===== config.mk =====
export PLATFORM = sky130hd
export DESIGN_NAME = controle_jogada
export DESIGN_NICKNAME = d
export VERILOG_FILES = /design/src/rtl/controle_jogada_pkg.sv /design/src/rtl/controle_jogada_busca_vazia.sv /design/src/rtl/controle_jogada.sv
export SDC_FILE = /design/constraint.sdc
export NUM_CORES = 1
export LEC_CHECK = 0
export ABC_AREA = 1
export CORE_AREA = 4 4 255 257
export DETAILED_ROUTE_END_ITERATION = 8
export DIE_AREA = 0 0 259 261
export MAX_ROUTING_LAYER = met4
export PLACE_DENSITY_LB_ADDON = 0.12
export SYNTH_ARGS = -nofsm -noshare
export SYNTH_HDL_FRONTEND = slang
export SYNTH_SLANG_ARGS = --single-unit

===== constraint.sdc =====
create_clock -name clk -period 4.35 [get_ports clk]
set_input_delay 0.87 -clock clk [delete_from_list [all_inputs] [get_ports clk]]
set_output_delay 0.87 -clock clk [all_outputs]
set_load 0.01 [all_outputs]

===== src/rtl/controle_jogada_pkg.sv =====
// controle_jogada_pkg: state codes, board geometry and cell addressing shared by
// the move-entry controller and the downstream hint stage.
package controle_jogada_pkg;

  localparam logic [2:0] EST_RECEBE_LINHA  = 3'b000;
  localparam logic [2:0] EST_RECEBE_COLUNA = 3'b001;
  localparam logic [2:0] EST_VERIFICA_FIM  = 3'b010;
  localparam logic [2:0] EST_RECEBE_VALOR  = 3'b011;
  localparam logic [2:0] EST_FIM_JOGO      = 3'b101;

  localparam int         CELL_W    = 4;
  localparam int         BOARD_W   = 324;
  localparam int         N_CELULAS = 81;
  localparam logic [3:0] CANCELA   = 4'hF;

  typedef enum logic [2:0] {
    RECEBE_LINHA  = EST_RECEBE_LINHA,
    RECEBE_COLUNA = EST_RECEBE_COLUNA,
    VERIFICA_FIM  = EST_VERIFICA_FIM,
    RECEBE_VALOR  = EST_RECEBE_VALOR,
    FIM_JOGO      = EST_FIM_JOGO
  } estado_t;

  function automatic logic coord_valida(input logic [3:0] v);
    return (v >= 4'd1) && (v <= 4'd9);
  endfunction

  // Linear cell number 0..80 for a 1-based (row, column) pair.
  function automatic logic [6:0] cell_idx(input logic [3:0] l, input logic [3:0] c);
    return 7'((int'(l) - 1) * 9 + int'(c) - 1);
  endfunction

  // Bit offset of the nibble at (row, column); the nibble's MSB sits at this offset.
  function automatic logic [8:0] cell_off(input logic [3:0] l, input logic [3:0] c);
    return 9'((int'(l) - 1) * 36 + (int'(c) - 1) * CELL_W);
  endfunction

endpackage


===== src/rtl/controle_jogada_busca_vazia.sv =====
// controle_jogada_busca_vazia: after a write, walks the board one cell per cycle
// and reports either the first empty cell or a completely filled board.
module controle_jogada_busca_vazia
  import controle_jogada_pkg::*;
(
  input  logic               clk,
  input  logic               rst_n,
  input  logic [0:BOARD_W-1] i_tabuleiro,
  input  logic               i_inicia,
  input  logic               i_cancela,
  output logic               o_achou_vazia,
  output logic               o_cheio
);

  logic [6:0] r_idx;
  logic       r_ativo;
  logic [3:0] w_celula;
  logic       w_fim;

  assign w_celula = i_tabuleiro[{r_idx, 2'b00} +: CELL_W];

  // Verdicts are combinational so the controller moves on the same edge the cell is examined.
  assign o_achou_vazia = r_ativo && (w_celula == 4'd0);
  assign o_cheio       = r_ativo && (w_celula != 4'd0) && (r_idx == 7'(N_CELULAS - 1));
  assign w_fim         = o_achou_vazia || o_cheio;

  always_ff @(posedge clk) begin
    if (!rst_n) begin
      r_idx   <= '0;
      r_ativo <= 1'b0;
    end else if (i_cancela) begin
      r_idx   <= '0;
      r_ativo <= 1'b0;
    end else if (i_inicia) begin
      r_idx   <= '0;
      r_ativo <= 1'b1;
    end else if (r_ativo) begin
      if (w_fim) begin
        r_idx   <= '0;
        r_ativo <= 1'b0;
      end else begin
        r_idx <= r_idx + 7'd1;
      end
    end
  end

endmodule


===== src/rtl/controle_jogada.sv =====
// controle_jogada: row/column/value move entry, player board and end-of-game scan.
// Optional one-level undo (desfaz port) when CONTROLE_DESFAZER_EN is defined.
module controle_jogada
  import controle_jogada_pkg::*;
(
  input  logic               clk,
  input  logic               rst_n,
  input  logic               carrega,
  input  logic [0:BOARD_W-1] sudokuInicial,
  input  logic               confirma,
  input  logic [3:0]         entrada,
`ifdef CONTROLE_DESFAZER_EN
  input  logic               desfaz,
`endif
  output logic [2:0]         estadoJogo,
  output logic [3:0]         regLinha,
  output logic [3:0]         regColuna,
  output logic [0:BOARD_W-1] sudokuJogador,
  output logic               erro
);

  estado_t              r_estado, w_prox;
  logic [3:0]           r_linha, r_coluna, w_linha, w_coluna;
  logic [0:BOARD_W-1]   r_tab;
  logic [0:N_CELULAS-1] r_fixas;
  logic                 r_erro, w_erro, w_escreve;
  logic                 w_achou, w_cheio, w_col_livre;
  logic [6:0]           w_idx_col;
  logic [8:0]           w_off_esc;
`ifdef CONTROLE_DESFAZER_EN
  logic [8:0]           r_undo_off;
  logic [3:0]           r_undo_nib;
  logic                 r_undo_val, w_desfaz;
`endif

  assign w_idx_col   = cell_idx(r_linha, entrada);
  assign w_col_livre = coord_valida(entrada) && !r_fixas[w_idx_col];
  assign w_off_esc   = cell_off(r_linha, r_coluna);

  always_comb begin
    // NOTE: every signal driven here gets a default first, so no path can infer a latch.
    w_prox    = r_estado;
    w_linha   = r_linha;
    w_coluna  = r_coluna;
    w_erro    = 1'b0;
    w_escreve = 1'b0;
`ifdef CONTROLE_DESFAZER_EN
    w_desfaz  = 1'b0;
`endif
    if (carrega) begin
      w_prox   = RECEBE_LINHA;
      w_linha  = '0;
      w_coluna = '0;
    end else begin
      case (r_estado)
        RECEBE_LINHA: begin
          if (confirma) begin
            if (coord_valida(entrada)) begin
              w_linha = entrada;
              w_prox  = RECEBE_COLUNA;
            end else begin
              w_erro = 1'b1;
            end
          end
`ifdef CONTROLE_DESFAZER_EN
          else if (desfaz) begin
            if (r_undo_val) w_desfaz = 1'b1;
            else            w_erro   = 1'b1;
          end
`endif
        end
        RECEBE_COLUNA: begin
          if (confirma) begin
            if (entrada == CANCELA) begin
              w_linha = '0;
              w_prox  = RECEBE_LINHA;
            end else if (w_col_livre) begin
              w_coluna = entrada;
              w_prox   = RECEBE_VALOR;
            end else begin
              w_erro = 1'b1;
            end
          end
        end
        RECEBE_VALOR: begin
          if (confirma) begin
            if (entrada == CANCELA) begin
              w_linha  = '0;
              w_coluna = '0;
              w_prox   = RECEBE_LINHA;
            end else if (entrada <= 4'd9) begin
              w_escreve = 1'b1;
              w_prox    = VERIFICA_FIM;
            end else begin
              w_erro = 1'b1;
            end
          end
        end
        VERIFICA_FIM: begin
          if (w_achou) begin
            w_linha  = '0;
            w_coluna = '0;
            w_prox   = RECEBE_LINHA;
          end else if (w_cheio) begin
            w_prox = FIM_JOGO;
          end
        end
        FIM_JOGO: w_prox = FIM_JOGO;
        default: begin
          w_linha  = '0;
          w_coluna = '0;
          w_prox   = RECEBE_LINHA;
        end
      endcase
    end
  end

  // NOTE: registers use non-blocking assignments so each one samples pre-edge values.
  always_ff @(posedge clk) begin
    if (!rst_n) begin
      r_estado <= RECEBE_LINHA;
      r_linha  <= '0;
      r_coluna <= '0;
      r_erro   <= 1'b0;
    end else begin
      r_estado <= w_prox;
      r_linha  <= w_linha;
      r_coluna <= w_coluna;
      r_erro   <= w_erro;
    end
  end

  // NOTE: the board and fixed mask are reset: the hint stage reads them right out of reset.
  always_ff @(posedge clk) begin
    if (!rst_n) begin
      r_tab   <= '0;
      r_fixas <= '0;
    end else if (carrega) begin
      r_tab <= sudokuInicial;
      for (int i = 0; i < N_CELULAS; i++) r_fixas[i] <= |sudokuInicial[i*CELL_W +: CELL_W];
    end else if (w_escreve) begin
      r_tab[w_off_esc +: CELL_W] <= entrada;
    end
`ifdef CONTROLE_DESFAZER_EN
    else if (w_desfaz) begin
      r_tab[r_undo_off +: CELL_W] <= r_undo_nib;
    end
`endif
  end

`ifdef CONTROLE_DESFAZER_EN
  always_ff @(posedge clk) begin
    if (!rst_n) begin
      r_undo_off <= '0;
      r_undo_nib <= '0;
      r_undo_val <= 1'b0;
    end else if (carrega) begin
      r_undo_val <= 1'b0;
    end else if (w_escreve) begin
      r_undo_off <= w_off_esc;
      r_undo_nib <= r_tab[w_off_esc +: CELL_W];
      r_undo_val <= 1'b1;
    end else if (w_desfaz) begin
      r_undo_val <= 1'b0;
    end
  end
`endif

  controle_jogada_busca_vazia u_busca_vazia (
    .clk           (clk),
    .rst_n         (rst_n),
    .i_tabuleiro   (r_tab),
    .i_inicia      (w_escreve),
    .i_cancela     (carrega),
    .o_achou_vazia (w_achou),
    .o_cheio       (w_cheio)
  );

  assign estadoJogo    = r_estado;
  assign regLinha      = r_linha;
  assign regColuna     = r_coluna;
  assign sudokuJogador = r_tab;
  assign erro          = r_erro;

endmodule


==> summary.md <==
| Metric | Value |
|---|---|
| Starting Density | `0.366` |
| Final TNS setup | `0 ns` |
| Max Clk Rate | `248 MHz` |
| Crit path DAT | `4.47 ns` |
| Final HPWL DP | `89900 um` |
| Clock power share | `0.334` |
| Maximum VDD drop | `0.000466 V` |
| RSZ-0062 raised after global routing | `no` |
| EDFF count, synth | `0` |
| Internal power | `8370 uW` |
| IO buf count | `667` |
| Net Sw Frac | `0.371` |
| Cell area after synthesis | `0.0229 mm2` |
| Final hold viol count | `0` |
| Area Overhead vs Synth | `40.8%` |
| Sequential Power Share | `0.325` |
| Most frequent cells in the layout | `nand2_1, clkdlybuf4s50_1, dfxtp_1` |
| Final core occ | `0.515` |
| Post-synthesis sequential area ratio | `0.371` |
| Worst-path clk slew | `0.06 ns` |
| Die footprint | `0.0676 mm2` |
| Setup violators final | `0` |
| First-pass GRT wire length | `172000 um` |
| Top FF cell, synth | `dfxtp_1` |
| Routed wire per std cell | `24.7 um` |
| Post-Route WL | `120000 um` |
| Die span in x | `259 um` |
| Async set-reset flop share out of synthesis | `0` |
| Initial antenna violation count | `10` |
| Cell accounting for the most synthesized area | `dfxtp_1` |
| Largest cells by area after synthesis | `dfxtp_1, nand2_1, a21oi_1, a22oi_1, nor2_1` |
| Vias/cell | `5.56` |
| Hold Crit Class | `reg2reg` |
| Post-Synthesis Mean Instance Area | `6.79 um2` |
| CTS max path bufs | `3` |
| # DRC | `0` |
| Pleak | `0.0127 uW` |
| Ratio of cells with drive above 1 in the final layout | `0.0635` |
| Final Wtd Congestion | `0.992` |
| Sink Count | `425` |
| Max H-tree Level | `2` |
| Final #Nets | `4342` |
| Starting DRT DRC Count | `2725` |
| #FFs+latches synth | `425` |
| Worst reg-to-reg setup slack | `0.31 ns` |
| Detailed-route via count | `27100` |
| 1st-pass router iterations | `6` |
| Yosys cell types | `54` |
| Worst setup path category | `reg2reg` |
| Pin count of the biggest net entering global routing | `203` |
| Vias in the first global route | `25000` |
| Total net switching power | `4940 uW` |
| # IOs | `668` |
| Pwr per Cell Area | `412 mW/mm2` |
| Hold-fix buffers at CTS | `0` |
| Critical Path Sink Type | `flip-flop` |
| Synth top area share | `0.371` |
| Max-slew violation total from the final report | `0` |
| All-Layer GR Usage | `0.346` |
| Clk_lat worst skew | `0.61 ns` |
| CTS buffer count | `51` |
| Worst Path Max Fanout | `12` |
| Comb pwr share | `0.341` |
| Fin crit share | `0.928` |
| Post-synth net total | `3747` |
| Commonest non-fill, non-tap cell in the layout | `nand2_1` |
| Site Rows | `92` |
| Worst Tran Pin Value | `1.18 ns` |
| Outcome | `completed` |
| Skew final | `0.0199 ns` |
| Mapped Cells | `3379` |
| Die height | `261 um` |
| Slew headroom | `0.212` |
| Final Critical Period | `4.04 ns` |
| TritonCTS clock tree | `yes` |
| Post-DRT Antenna Nets | `0` |
| CP required | `4.79 ns` |
| Core area | `0.0627 mm2` |
| Grt total ovfl | `0` |
| Root Buffer | `clkbuf_16` |
| Startpoint types | `flip-flop` |
| Max-Cap Viols | `0` |
| Number of synthesis warnings | `0` |
[state kept, by name (all words and copies together), names as in the netlist]
signal	flops
u_busca_vazia.r_idx	7
regColuna	4
u_busca_vazia.r_ativo	1
sudokuJogador	324
regLinha	4
estadoJogo	3
erro	1
r_fixas	81
[stage by stage]
stage               setup slack (ns)  instance area, um2  total power (uW)  hold slack (ns)  instances
finish                         0.314               32300             13300            0.468       4873
CTS                            0.257               32300             13300            0.469       4861
detailed placement            0.0461               30600              8860            0.459       4767
global placement              0.0645               30600              8840            0.455       4767
floorplan                      0.382               22900              6970            0.442       3379
global route                  0.0222               32300             13900            0.493       4871
[cell families (layout without fill, tap and decap cells)]
group | count (synthesis) | in the layout | synth area share
adders and majority gates | 36 | 36 | 0.0216
buffers and inverters | 455 | 1091 | 0.0797
AOI/OAI and AO/OA | 887 | 887 | 0.236
other | 0 | 12 | 0
and+or+nand+nor | 1555 | 1555 | 0.283
DFF | 425 | 425 | 0.371
xor gates and xnor gates | 20 | 20 | 0.00763
muxes | 1 | 1 | 0.000436
[layer usage]
metal	wire, um	share of wire	global-route usage	vias up
met5	0	0	-	-
met4	3530	0.029	0.0913	0
met3	9540	0.079	0.0578	210
met2	56300	0.47	0.560	1348
met1	51000	0.42	0.453	12900
li1	-	-	-	12700
[synth_stat cells (5+ instances only)]
| cell type | number |
|---|---|
| a211oi_1 | 21 |
| a21oi_1 | 395 |
| a221oi_1 | 47 |
| a22oi_1 | 219 |
| a31oi_1 | 19 |
| buf_1 | 8 |
| buf_2 | 32 |
| buf_4 | 7 |
| buf_6 | 7 |
| clkbuf_1 | 147 |
| dfxtp_1 | 425 |
| fa_1 | 6 |
| ha_1 | 30 |
| inv_1 | 228 |
| inv_2 | 23 |
| nand2_1 | 817 |
| nand2_2 | 6 |
| nand3_1 | 138 |
| nand3b_1 | 8 |
| nand4_1 | 7 |
| nor2_1 | 422 |
| nor2_2 | 18 |
| nor2_4 | 6 |
| nor3_1 | 93 |
| nor3_2 | 14 |
| o211ai_1 | 16 |
| o21ai_0 | 110 |
| o21ai_1 | 11 |
| o22ai_1 | 9 |
| o41ai_1 | 21 |
| or2_2 | 5 |
| xnor2_1 | 8 |
| xor2_1 | 12 |
[cell type report]
| class | count | area, um2 |
|---|---|---|
| diodes | 12 | 30.0 |
| clock buffers | 83 | 1600 |
| clock inverters | 11 | 124 |
| fillers | 6275 | 30400 |
| inverters | 254 | 973 |
| multi-input cells | 2499 | 12700 |
| flip-flops and latches | 425 | 8510 |
| well taps | 846 | 1060 |
| repair buffers | 743 | 7350 |
[power groups by stage]
stage	Clock, uW	Sequential (uW)	Combinational (uW)
6_report	4440	4320	4540
5_1_grt	4650	4350	4880
4_1_cts	4480	4320	4470
3_5_place_dp	0	4400	4460
3_3_place_gp	0	4400	4440
2_1_floorplan	0	4430	2530
[repair_timing]
action,CTS,global route
buffers inserted,0,0
setup endpoints to repair,0,13
resized for setup,0,4
[final timing paths]
| path | start | endpoint | cells after the start |
|---|---|---|---|
| worst max-delay path | regLinha[0]$_SDFFE_PP0P_ | sudokuJogador[45]$_SDFFE_PN0P_ | 21 |
| worst min-delay path | r_fixas[56]$_SDFFE_PN0P_ | r_fixas[56]$_SDFFE_PN0P_ | 2 |
| worst max register to register | regLinha[0]$_SDFFE_PP0P_ | sudokuJogador[45]$_SDFFE_PN0P_ | 21 |
| worst min register to register | r_fixas[56]$_SDFFE_PN0P_ | r_fixas[56]$_SDFFE_PN0P_ | 2 |
[worst max-delay path, stage by stage, from the launching register on]
cell     delay, ns
dfxtp_1       0.34
inv_2         0.05
ha_1          0.22
xnor2_1       0.15
buf_4         0.16
inv_1         0.10
ha_1          0.29
inv_1         0.05
fa_1          0.47
inv_1         0.04
ha_1          0.33
nand2_1       0.09
nand2_1       0.06
nand2_1       0.11
nand2_4       0.14
nor2_4        0.14
buf_4         0.20
inv_2         0.14
nor3_2        0.42
nor2_1        0.17
nand2_1       0.11
a31oi_1       0.07
(Power assumes the default switching activity.)
